File: src/rtl/cpu_pkg.sv
// Shared constants for the 4-bit CPU board.
// Input channel map and conditioner defaults.
package cpu_pkg;

    localparam int CPU_IN_CHANNELS         = 8;
    localparam int DEFAULT_SYNC_STAGES     = 2;
    localparam int DEFAULT_DEBOUNCE_CYCLES = 16;

    localparam int CH_IN0  = 0;
    localparam int CH_IN1  = 1;
    localparam int CH_IN2  = 2;
    localparam int CH_IN3  = 3;
    localparam int CH_PROG = 4;
    localparam int CH_RX   = 6;

    function automatic int cnt_width(input int cycles);
        return $clog2(cycles + 1);
    endfunction

endpackage

File: src/rtl/input_conditioner_channel.sv
// One input channel: synchronizer chain, debounce
// counter, registered level and edge pulses.
module input_conditioner_channel
    import cpu_pkg::*;
#(
    parameter int   SYNC_STAGES     = DEFAULT_SYNC_STAGES,
    parameter int   DEBOUNCE_CYCLES = DEFAULT_DEBOUNCE_CYCLES,
    parameter logic RESET_VAL       = 1'b0
) (
    input  logic clk_i,
    input  logic reset_ni,
    input  logic pin_i,
    input  logic debounce_en_i,
    output logic level_o,
    output logic rise_o,
    output logic fall_o,
    output logic edge_nxt_o
);

    localparam int CW = cnt_width(DEBOUNCE_CYCLES);
    localparam logic [CW-1:0] CNT_LAST = CW'(DEBOUNCE_CYCLES - 1);

    logic [SYNC_STAGES-1:0] r_sync;
    logic [CW-1:0]          r_cnt;
    logic                   r_level;
    logic                   r_level_d;
    logic                   r_en_d;
    logic                   r_rise;
    logic                   r_fall;

    logic                   w_sync;
    logic                   w_toggle;
    logic [CW-1:0]          w_cnt_nxt;
    logic                   w_level_nxt;

    assign w_sync   = r_sync[SYNC_STAGES-1];
    assign w_toggle = debounce_en_i ^ r_en_d;

    // Plain flop chain: nothing between stages.
    always_ff @(posedge clk_i or negedge reset_ni) begin
        if (!reset_ni) begin
            r_sync <= {SYNC_STAGES{RESET_VAL}};
        end else begin
            r_sync <= {r_sync[SYNC_STAGES-2:0], pin_i};
        end
    end

    // Filter decision; a mode toggle restarts the count without
    // moving the level.
    always_comb begin
        w_cnt_nxt   = r_cnt;
        w_level_nxt = r_level;
        if (!debounce_en_i) begin
            w_level_nxt = w_sync;
            w_cnt_nxt   = '0;
        end else if (w_sync == r_level) begin
            w_cnt_nxt = '0;
        end else if (r_cnt == CNT_LAST) begin
            w_level_nxt = w_sync;
            w_cnt_nxt   = '0;
        end else begin
            w_cnt_nxt = r_cnt + CW'(1);
        end
        if (w_toggle) begin
            w_cnt_nxt   = '0;
            w_level_nxt = r_level;
        end
    end

    // Level, counter and mode history.
    always_ff @(posedge clk_i or negedge reset_ni) begin
        if (!reset_ni) begin
            r_cnt   <= '0;
            r_level <= RESET_VAL;
            r_en_d  <= 1'b0;
        end else begin
            r_cnt   <= w_cnt_nxt;
            r_level <= w_level_nxt;
            r_en_d  <= debounce_en_i;
        end
    end

    // Edge pulses from level against its delayed copy.
    always_ff @(posedge clk_i or negedge reset_ni) begin
        if (!reset_ni) begin
            r_level_d <= RESET_VAL;
            r_rise    <= 1'b0;
            r_fall    <= 1'b0;
        end else begin
            r_level_d <= r_level;
            r_rise    <= r_level & ~r_level_d;
            r_fall    <= ~r_level & r_level_d;
        end
    end

    assign level_o    = r_level;
    assign rise_o     = r_rise;
    assign fall_o     = r_fall;
    assign edge_nxt_o = r_level ^ r_level_d;

endmodule

File: src/rtl/input_conditioner.sv
// Multi-channel input front end: one conditioner per pin
// plus a registered any-edge summary.
module input_conditioner
    import cpu_pkg::*;
#(
    parameter int CHANNELS        = CPU_IN_CHANNELS,
    parameter int SYNC_STAGES     = DEFAULT_SYNC_STAGES,
    parameter int DEBOUNCE_CYCLES = DEFAULT_DEBOUNCE_CYCLES,
    parameter logic [CHANNELS-1:0] RESET_VALUE = '0
) (
    input  logic                clk_i,
    input  logic                reset_ni,
    input  logic [CHANNELS-1:0] input_i,
    input  logic [CHANNELS-1:0] debounce_en_i,
    output logic [CHANNELS-1:0] level_o,
    output logic [CHANNELS-1:0] rise_o,
    output logic [CHANNELS-1:0] fall_o,
    output logic                any_change_o
);

    logic [CHANNELS-1:0] w_edge_nxt;
    logic                r_any;

    for (genvar k = 0; k < CHANNELS; k++) begin : g_ch
        input_conditioner_channel #(
            .SYNC_STAGES    (SYNC_STAGES),
            .DEBOUNCE_CYCLES(DEBOUNCE_CYCLES),
            .RESET_VAL      (RESET_VALUE[k])
        ) u_ch (
            .clk_i        (clk_i),
            .reset_ni     (reset_ni),
            .pin_i        (input_i[k]),
            .debounce_en_i(debounce_en_i[k]),
            .level_o      (level_o[k]),
            .rise_o       (rise_o[k]),
            .fall_o       (fall_o[k]),
            .edge_nxt_o   (w_edge_nxt[k])
        );
    end

    // Summary flag updates on the same edge as the pulses.
    always_ff @(posedge clk_i or negedge reset_ni) begin
        if (!reset_ni) begin
            r_any <= 1'b0;
        end else begin
            r_any <= |w_edge_nxt;
        end
    end

    assign any_change_o = r_any;

endmodule

File: config.mk
export PLATFORM = sky130hd
export DESIGN_NAME = input_conditioner
export DESIGN_NICKNAME = d
export VERILOG_FILES = /design/src/rtl/cpu_pkg.sv /design/src/rtl/input_conditioner_channel.sv /design/src/rtl/input_conditioner.sv
export SDC_FILE = /design/constraint.sdc
export NUM_CORES = 1
export LEC_CHECK = 0
export CORE_UTILIZATION = 45
export CTS_CLUSTER_DIAMETER = 30
export DETAILED_ROUTE_END_ITERATION = 16
export PLACE_DENSITY = 0.66
export SKIP_CTS_REPAIR_TIMING = 1
export SYNTH_ARGS = -nofsm -noshare
export SYNTH_HDL_FRONTEND = slang
export SYNTH_SLANG_ARGS = --single-unit
File: constraint.sdc
create_clock -name clk_i -period 2 [get_ports clk_i]
set_input_delay 0.5 -clock clk_i [delete_from_list [all_inputs] [get_ports clk_i]]
set_output_delay 0.5 -clock clk_i [all_outputs]
set_load 0.1 [all_outputs]
==> qor.yml <==
layout:
  layout.cells.most_common: "dfrtp_1"
  layout_common_cells: "dfrtp_1 (97), nor2_1 (37), nand3_1 (30)"
  antenna_cells: 0
  synthToLayoutAreaGrowth_pct: 16.5
  layout-drive-gt1-share_pct: 12.8
  nNetsFinal: 411
clock_network:
  cts_tree: "yes"
  cts.sinks: 97
  cts_root_buf: "clkbuf_8"
  htreeDepth: 3
  clk_pin_slew_ps: 90
  insertion_delay_ps: 360
  cts_buffer_depth: 2
  cts_buffers: 9
pwr:
  p_per_area_nw_per_um2: 1020
  swShare_pct: 34.6
  p_seq_share_pct: 47.1
  clockPowerShare_pct: 27.9
  ir_drop_uv: 363
  p_leak_nw: 2.21
  switchingPower_w: 0.00165
  combPwrFrac_pct: 25.0
  intPower_w: 0.00312
setup_path:
  reg2reg_slack_ps: 380
  start_kind: "flop"
  max_stage_delay_ps: 570
  cp_num_buf_inv: 1
  path_cells: "buf_12"
  crit_required_ps: 1500
  path_delay_family: "flip-flops"
  endpoint_kind: "output pin"
  critical_path_peak_fanout: 7
  critPathKind: "reg2out"
  cp.arrival_ps: 1150
  crit_slowest_cell: "dfrtp_1"
outcome:
  status: "finished, final reports clean"
route:
  drc_errors: 0
  drt_iter0_drc: 52
  via_count: 2370
  final_antenna_net_count: 0
  finalWirelength_um: 5780
  dr.pass1.iters: 4
  vias_per_cell: 4.92
  wire_per_inst_um: 12.0
floorplanning:
  die_w_um: 96.3
  core_sq_um: 8680
  initial_core_util_pct: 46.1
  pin_count: 43
  rows: 34
  die_y_um: 96.3
  dieArea_sq_um: 9270
timing:
  drv_slew: 0
  finalSetupViolations: 0
  fin_tns_setup_ps: 0
  rsz0062_at_grt: "false"
  fmax_ghz: 0.605
  finalClockSkew_ps: 10.6
  period_share_pct: 82.6
  hold_violations: 0
  relSlewSlack_pct: 74.9
  worst_pin_slew_ps: 377
  hold_slack_ps: 49.4
  fin_crit_ps: 1650
global_routing:
  antenna_found_initial: 0
  grt_usage_pct: 14.9
  grt_pass1_wl_um: 10200
  grt_max_degree: 41
  grt_pass1_vias: 2326
  grt_overflow: 0
logic_synthesis:
  synth_fa_ha_area_share_pct: 7.51
  yosysUniqueCellTypes: 27
  muxShareOfSynthArea_pct: 1.25
  syn_nets: 379
  synth_xor_area_share_pct: 5.25
  ys_ff_latch: 97
  syn_area_sq_um: 4000
  synth-compound-area-share_pct: 1.09
  synth_top_family_by_area: "simple AND/OR/NAND/NOR gates"
  synth-simple-area-share_pct: 17.5
  yosysSeqAreaShare_pct: 60.7
  synthCells: 337
  yosysWarningCount: 0
  syn_area_per_cell_sq_um: 11.9
placement:
  place_congestion: 0.722
  portBuffers: 42
  place_hpwl_um: 4160
job:
  maxCapViolations: 0
min_path:
  hold_class: "in2async"
==> worst paths after layout <==
kind,cells past startpoint,end,start
setup / recovery,1,level_o[0],g_ch[0].u_ch.level_o$_DFFE_PN0P_
hold / removal,1,g_ch[1].u_ch.level_o$_DFFE_PN0P_,reset_ni
setup reg to reg,4,g_ch[0].u_ch.level_o$_DFFE_PN0P_,g_ch[0].u_ch.r_cnt[0]$_DFF_PN0_
hold reg to reg,0,g_ch[5].u_ch.r_sync[1]$_DFF_PN0_,g_ch[5].u_ch.r_sync[0]$_DFF_PN0_
max in group asynchronous,2,g_ch[3].u_ch.r_cnt[0]$_DFF_PN0_,reset_ni
min in group clk_i,0,g_ch[5].u_ch.r_sync[1]$_DFF_PN0_,g_ch[5].u_ch.r_sync[0]$_DFF_PN0_
==> Yosys cell counts <==
cell type | instances | share of area, %
ha_1 | 24 | 7.5
buf_4 | 24 | 4.5
xor2_1 | 16 | 3.5
and4_1 | 2 | 0.44
nand4_1 | 8 | 1.3
nand2b_1 | 5 | 0.78
a221oi_1 | 1 | 0.22
xnor2_1 | 8 | 1.8
a21oi_1 | 5 | 0.63
and4b_4 | 2 | 0.69
nand2_1 | 15 | 1.4
or2_2 | 1 | 0.16
nor3_1 | 6 | 0.75
and3b_1 | 1 | 0.22
nand3b_1 | 3 | 0.56
nor3b_1 | 7 | 1.3
inv_1 | 24 | 2.3
and4b_1 | 1 | 0.25
nor2b_1 | 1 | 0.16
o21ai_0 | 2 | 0.25
or3_1 | 5 | 0.78
nand4b_1 | 5 | 1.1
nand3_1 | 30 | 3.8
nor2_1 | 37 | 3.5
dfrtp_1 | 97 | 61
or4_1 | 2 | 0.38
mux2i_1 | 5 | 1.3
==> power groups by stage <==
stage,Combinational (W),Sequential (W),Clock [W]
after global routing,0.00128,0.00228,0.00145
after CTS,0.00121,0.00225,0.00138
after floorplan,0.000971,0.00225,0
after global placement,0.00120,0.00229,0
after detailed placement,0.00121,0.00229,0
final,0.00120,0.00225,0.00133
==> cell type report <==
type,count,area (sq um)
Clock buffer,12,165
Tap cell,108,135
Multi-Input combinational cell,192,1300
Inverter,24,90.1
Fill cell,745,4020
Timing Repair Buffer,45,490
Sequential cell,97,2430
Clock inverter,4,50.0
==> flip-flops by register name, summed over array words and instances (netlist names) <==
register / flops
g_ch.u_ch.fall_o: 8
g_ch.u_ch.level_o: 8
g_ch.u_ch.r_level_d: 8
g_ch.u_ch.rise_o: 8
g_ch.u_ch.r_en_d: 8
g_ch.u_ch.r_cnt: 40
any_change_o: 1
g_ch.u_ch.r_sync: 16
==> routing by layer <==
layer,global-route usage [%],vias to the layer above,wire (um)
met1,18.3,1162,2650
met5,0,-,0
met3,3.32,10,211
met4,8.21,0,120
met2,24.3,39,2800
li1,-,1159,-
==> stage by stage <==
stage	setup slack, ps	instances	cell area, sq um	util (%)	total power [W]
3_3_place_gp	153	466	4450	51.2	0.00348
5_1_grt	292	482	4660	53.7	0.00501
2_1_floorplan	444	337	4000	-	0.00322
3_5_place_dp	114	466	4450	51.2	0.00350
4_1_cts	337	482	4660	53.7	0.00484
6_report	348	482	4660	53.7	0.00478
==> kinds of logic (layout without fill, tap and decap cells) <==
family,Yosys count,in the layout
AO/OA/AOI/OAI,8,8
XOR/XNOR,24,24
adder cells (fa/ha/maj),24,24
buffers and inverters,48,85
flip-flops,97,97
multiplexers,5,5
AND/OR/NAND/NOR,131,131
==> worst reg2reg max path: stages (launching register included) <==
cell	delay, ps
dfrtp_1	400
ha_1	240
and4b_4	210
and4_1	190
or4_1	450
Power figures use the tool's default switching activity.
==> patch 1 (same flow settings) <==
The output `any_change_o` loses its register stage (`r_any` becomes a continuous assignment).
--- a/src/rtl/input_conditioner.sv
+++ b/src/rtl/input_conditioner.sv
@@ -40,11 +40,5 @@
 
     // Summary flag updates on the same edge as the pulses.
-    always_ff @(posedge clk_i or negedge reset_ni) begin
-        if (!reset_ni) begin
-            r_any <= 1'b0;
-        end else begin
-            r_any <= |w_edge_nxt;
-        end
-    end
+    assign r_any = |w_edge_nxt;
 
     assign any_change_o = r_any;
Behaviour: not the same (a bounded check fails within 4 cycles, from zero or initial values and one cycle with reset_ni low).
==> patch 1 against the unedited design <==
- the run now ends with setup timing left
- setup slack got worse by 430 ps
- synthesized area down 0.63%
- die area down 0.61%
- wire length up 5.1%
- synthesized cell count is 0.30% lower
- cell area increased by 1.4%
- first-iteration DRC count up 1.9%
- power down 2.4%
- sequential cell count is 1 lower
- critical path type unchanged
==> patch 1: results <==
export IMPL_routed_wl_um=6078
export IMPL_yosys_most_used_dff="dfrtp_1"
export IMPL_arrival_ps=1580
export IMPL_final_common_cell="dfrtp_1"
export IMPL_ys_types=27
export IMPL_min_path_type="input pin to async pin"
export IMPL_dr_pass1_iters=4
export IMPL_yosys_top_cells_area="dfrtp_1 (60%), ha_1 (7.6%), buf_4 (4.5%)"
export IMPL_avgSynthCellArea_um2=11.83
export IMPL_antenna_cells=0
export IMPL_globalplace_congestion=0.7127
export IMPL_fin_ws_ps=-81.08
export IMPL_drive_above_1_share=0.1575
export IMPL_io_buffers=42
export IMPL_p_leak_nw=2.224
export IMPL_clk_latency_ps=360
export IMPL_vias=2389
export IMPL_syn_nets=378
export IMPL_grt_pass1_wl_um=10920
export IMPL_dpl_cell_count=470
export IMPL_synth_common_cells="dfrtp_1 (96), nor2_1 (37), nand3_1 (30)"
export IMPL_grt_max_degree=39
export IMPL_switchingPower_mw=1.688
export IMPL_cts_root_buf="clkbuf_8"
export IMPL_vdd_ir_drop_worst_mv=0.4817
export IMPL_path_clk_slew_ps=90
export IMPL_tns_ps=-81.08
export IMPL_yosys_warnings=0
export IMPL_place_ws_ps=66.26
export IMPL_grt_pass1_vias=2453
export IMPL_avgRoutedWirePerCell_um=12.51
export IMPL_status="finished, violations left"
export IMPL_cts_buffers=9
export IMPL_htreeDepth=3
export IMPL_nFillCells=724
export IMPL_reg_largest_list="g_ch.u_ch.r_cnt x40, g_ch.u_ch.r_sync x16"
export IMPL_dp_hpwl_um=4382
export IMPL_yosysSeqAreaShare=0.6043
export IMPL_antenna_found_initial=0
export IMPL_crit_fanout=2
export IMPL_grt_total_usage=0.1599
export IMPL_setup_viol=1
export IMPL_clock_path_buffers=2
export IMPL_slew_headroom=0.6588
export IMPL_final_nets=418
export IMPL_first_iter_violations=53
export IMPL_fin_worst_skew_ps=13.30
export IMPL_async_flop_share=1.000
export IMPL_violations="setup timing"
## patch 1: critical path, stage by stage, from the launching register on
cell and delay, ps:
dfrtp_1 420, ha_4 270, nand4_1 100, or2_4 270
buf_12 170
## patch 1: through the flow
step	hold WS (ps)	cell area (um2)
after global routing	135.9	4725
final	106.1	4725
after global placement	333.9	4489
after detailed placement	334.7	4489
after floorplan	204.4	3975
after CTS	115.7	4672
## patch 1: path summary, 6_finish.rpt
path / from / endpoint / slack, ps / depth (start not counted)
min in group clk_i: g_ch[4].u_ch.r_sync[0]$_DFF_PN0_ / g_ch[4].u_ch.r_sync[1]$_DFF_PN0_ / 350 / 0
worst max-delay path: g_ch[4].u_ch.level_o$_DFFE_PN0P_ / any_change_o / -80 / 4
worst max register to register: g_ch[0].u_ch.r_cnt[0]$_DFF_PN0_ / g_ch[0].u_ch.level_o$_DFFE_PN0P_ / 380 / 4
worst min-delay path: reset_ni / g_ch[2].u_ch.r_cnt[3]$_DFF_PN0_ / 110 / 1
max in group asynchronous: reset_ni / g_ch[1].u_ch.r_cnt[0]$_DFF_PN0_ / 1220 / 2
worst min register to register: g_ch[4].u_ch.r_sync[0]$_DFF_PN0_ / g_ch[4].u_ch.r_sync[1]$_DFF_PN0_ / 350 / 0
## patch 1: routing by layer
layer,vias to the layer above,routed length (um),share of wire,global-route usage
met4,0,120,0.020,0.08209
met5,-,0,0,0
li1,1177,-,-,-
met1,1159,2823,0.46,0.2048
met3,11,236,0.039,0.03318
met2,42,2898,0.48,0.2565
## patch 1: cell families after synthesis
| kind of cell | share of synthesized area |
|---|---|
| AO/OA/AOI/OAI | 0.01102 |
| AND/OR/NAND/NOR | 0.1756 |
| XOR/XNOR | 0.05288 |
| buffers and inverters | 0.06799 |
| adder cells (fa/ha/maj) | 0.07554 |
| flip-flops | 0.6043 |
| multiplexers | 0.01259 |
## patch 1: final cells by class
cell class / instances / area share
Clock buffer: 10 / 0.02913
Clock inverter: 6 / 0.009534
Timing Repair Buffer: 53 / 0.1192
Tap cell: 105 / 0.02781
Inverter: 24 / 0.01907
Multi-Input combinational cell: 192 / 0.2868
Sequential cell: 96 / 0.5085
## patch 1: power by group through the flow
stage	registers, mW	clock network [mW]	logic (mW)
global placement	2.21	0	1.30
detailed placement	2.22	0	1.31
global route	2.21	1.27	1.43
CTS	2.18	1.20	1.32
finish	2.18	1.15	1.33
floorplan	2.22	0	0.974
==> patch 2 (same settings) <==
Without the edit above. The package constant `DEFAULT_SYNC_STAGES` goes from 2 to 4.
--- a/src/rtl/cpu_pkg.sv
+++ b/src/rtl/cpu_pkg.sv
@@ -4,5 +4,5 @@
 
     localparam int CPU_IN_CHANNELS         = 8;
-    localparam int DEFAULT_SYNC_STAGES     = 2;
+    localparam int DEFAULT_SYNC_STAGES     = 4;
     localparam int DEFAULT_DEBOUNCE_CYCLES = 16;
 
Behaviour: not the same (a bounded check fails within 4 cycles, from zero or initial values and one cycle with reset_ni low).
==> patch 2 against the unedited design <==
- non-clock buffer count grew 2
- core utilization rose by 5.2 points
- register-to-register slack about the same
- wire length rose by 19%
- sequential cell count grew 16
- cell area increased by 18%
- power increased by 40%
- synthesized area up 9.4%
- setup slack lost 180 ps
- sequential power rose by 16%
- critical endpoint unchanged
- sequential share of layout area down 0.62 points
==> patch 2: results <==
export IMPL_status="complete, no violations"
export IMPL_yosysSeqAreaShare=0.6461
export IMPL_dpl_cell_count=501
export IMPL_min_path_type="register to register"
export IMPL_htreeDepth=4
export IMPL_placed_area_um2=4918
export IMPL_routed_wl_um=6896
export IMPL_final_nets=434
export IMPL_drive_above_1_share=0.1567
export IMPL_antenna_found_initial=0
export IMPL_cts_root_buf="clkbuf_8"
export IMPL_globalplace_congestion=0.6996
export IMPL_dp_hpwl_um=4568
export IMPL_synthCells=350
export IMPL_r2r_start="g_ch[3].u_ch.r_cnt[0]$_DFF_PN0_"
export IMPL_vdd_ir_drop_worst_mv=0.7088
export IMPL_synth_cell_area_um2=4377
export IMPL_grt_max_degree=35
export IMPL_crit_fanout=7
export IMPL_yosys_top_cells_area="dfrtp_1 (65%), ha_1 (6.9%), buf_4 (4.1%)"
export IMPL_path_clk_slew_ps=50
export IMPL_syn_nets=392
export IMPL_p_leak_nw=2.593
export IMPL_via_per_inst=4.817
export IMPL_place_ws_ps=85.64
export IMPL_grt_total_usage=0.1646
export IMPL_intPower_mw=4.724
export IMPL_grt_pass1_vias=2623
export IMPL_worst_slew_pin_slew_ps=404.3
export IMPL_crit_slowest_cell="dfrtp_1"
export IMPL_clk_latency_ps=510
export IMPL_dr_pass1_iters=4
export IMPL_grt_pass1_wl_um=12240
export IMPL_critPathMaxStageDelay_ps=580
export IMPL_rr_endpoint="g_ch[3].u_ch.level_o$_DFFE_PN0P_"
export IMPL_clock_path_buffers=2
export IMPL_reg_largest_list="g_ch.u_ch.r_cnt x40, g_ch.u_ch.r_sync x32"
export IMPL_synth_common_cells="dfrtp_1 (113), nor2_1 (37), nand3_1 (29)"
export IMPL_arrival_ps=1330
export IMPL_cts_buffers=17
export IMPL_final_cells=531
export IMPL_first_iter_violations=103
export IMPL_ys_types=25
export IMPL_maxCapViolations=0
export IMPL_sequentialPowerShare=0.391
export IMPL_fin_worst_skew_ps=4.381
-- patch 2: cell count changes in the layout (fill, tap and decap cells not counted), moves of 2 or more --
cell / change
clkinv_2: +3
buf_12: +5
clkinvlp_4: -2
clkbuf_8: -6
buf_4: -4
dfrtp_1: +16
clkbuf_16: +16
-- patch 2: per-layer routing --
layer  up-vias  GRT usage  share of wire
met5         -          0              0
met4         0    0.09030          0.014
li1       1229          -              -
met3        10    0.06103          0.046
met1      1266     0.2007           0.45
met2        53     0.2545           0.49
-- patch 2: worst max path at each step --
stage / endpoint / slack, ps
2_1_floorplan: g_ch[0].u_ch.level_o$_DFFE_PN0P_ / 440
3_3_place_gp: g_ch[3].u_ch.level_o$_DFFE_PN0P_ / 150
3_5_place_dp: g_ch[3].u_ch.level_o$_DFFE_PN0P_ / 90
4_1_cts: level_o[0] / 140
5_1_grt: level_o[0] / 70
6_report: level_o[0] / 170
-- patch 2: metrics by stage --
stage / hold WS, ps / util / power [mW]
finish: 343.8 / 0.5891 / 6.675
global route: 349.3 / 0.5891 / 6.971
CTS: -94.23 / 0.5881 / 6.772
detailed placement: 334.7 / 0.5273 / 3.881
global placement: 332.5 / 0.5273 / 3.858
floorplan: 204.4 / - / 3.541
-- patch 2: area by class of cell --
class	instances	area, um2
fillers	757	3832
repair buffers	47	570.5
inverters	24	90.09
clock buffers	23	486.7
flip-flops and latches	113	2828
well taps	129	161.4
clock inverters	6	80.08
multi-input cells	189	1279
-- patch 2: kinds of logic (layout without fill, tap and decap cells) --
family	after synthesis	after routing	share of synthesized area
DFF	113	113	0.6461
muxes	6	6	0.01401
and+or+nand+nor	127	127	0.1518
AOI/OAI and AO/OA	8	8	0.009720
xor gates and xnor gates	24	24	0.04803
adders and majority gates	24	24	0.06861
buffers and inverters	48	100	0.06175
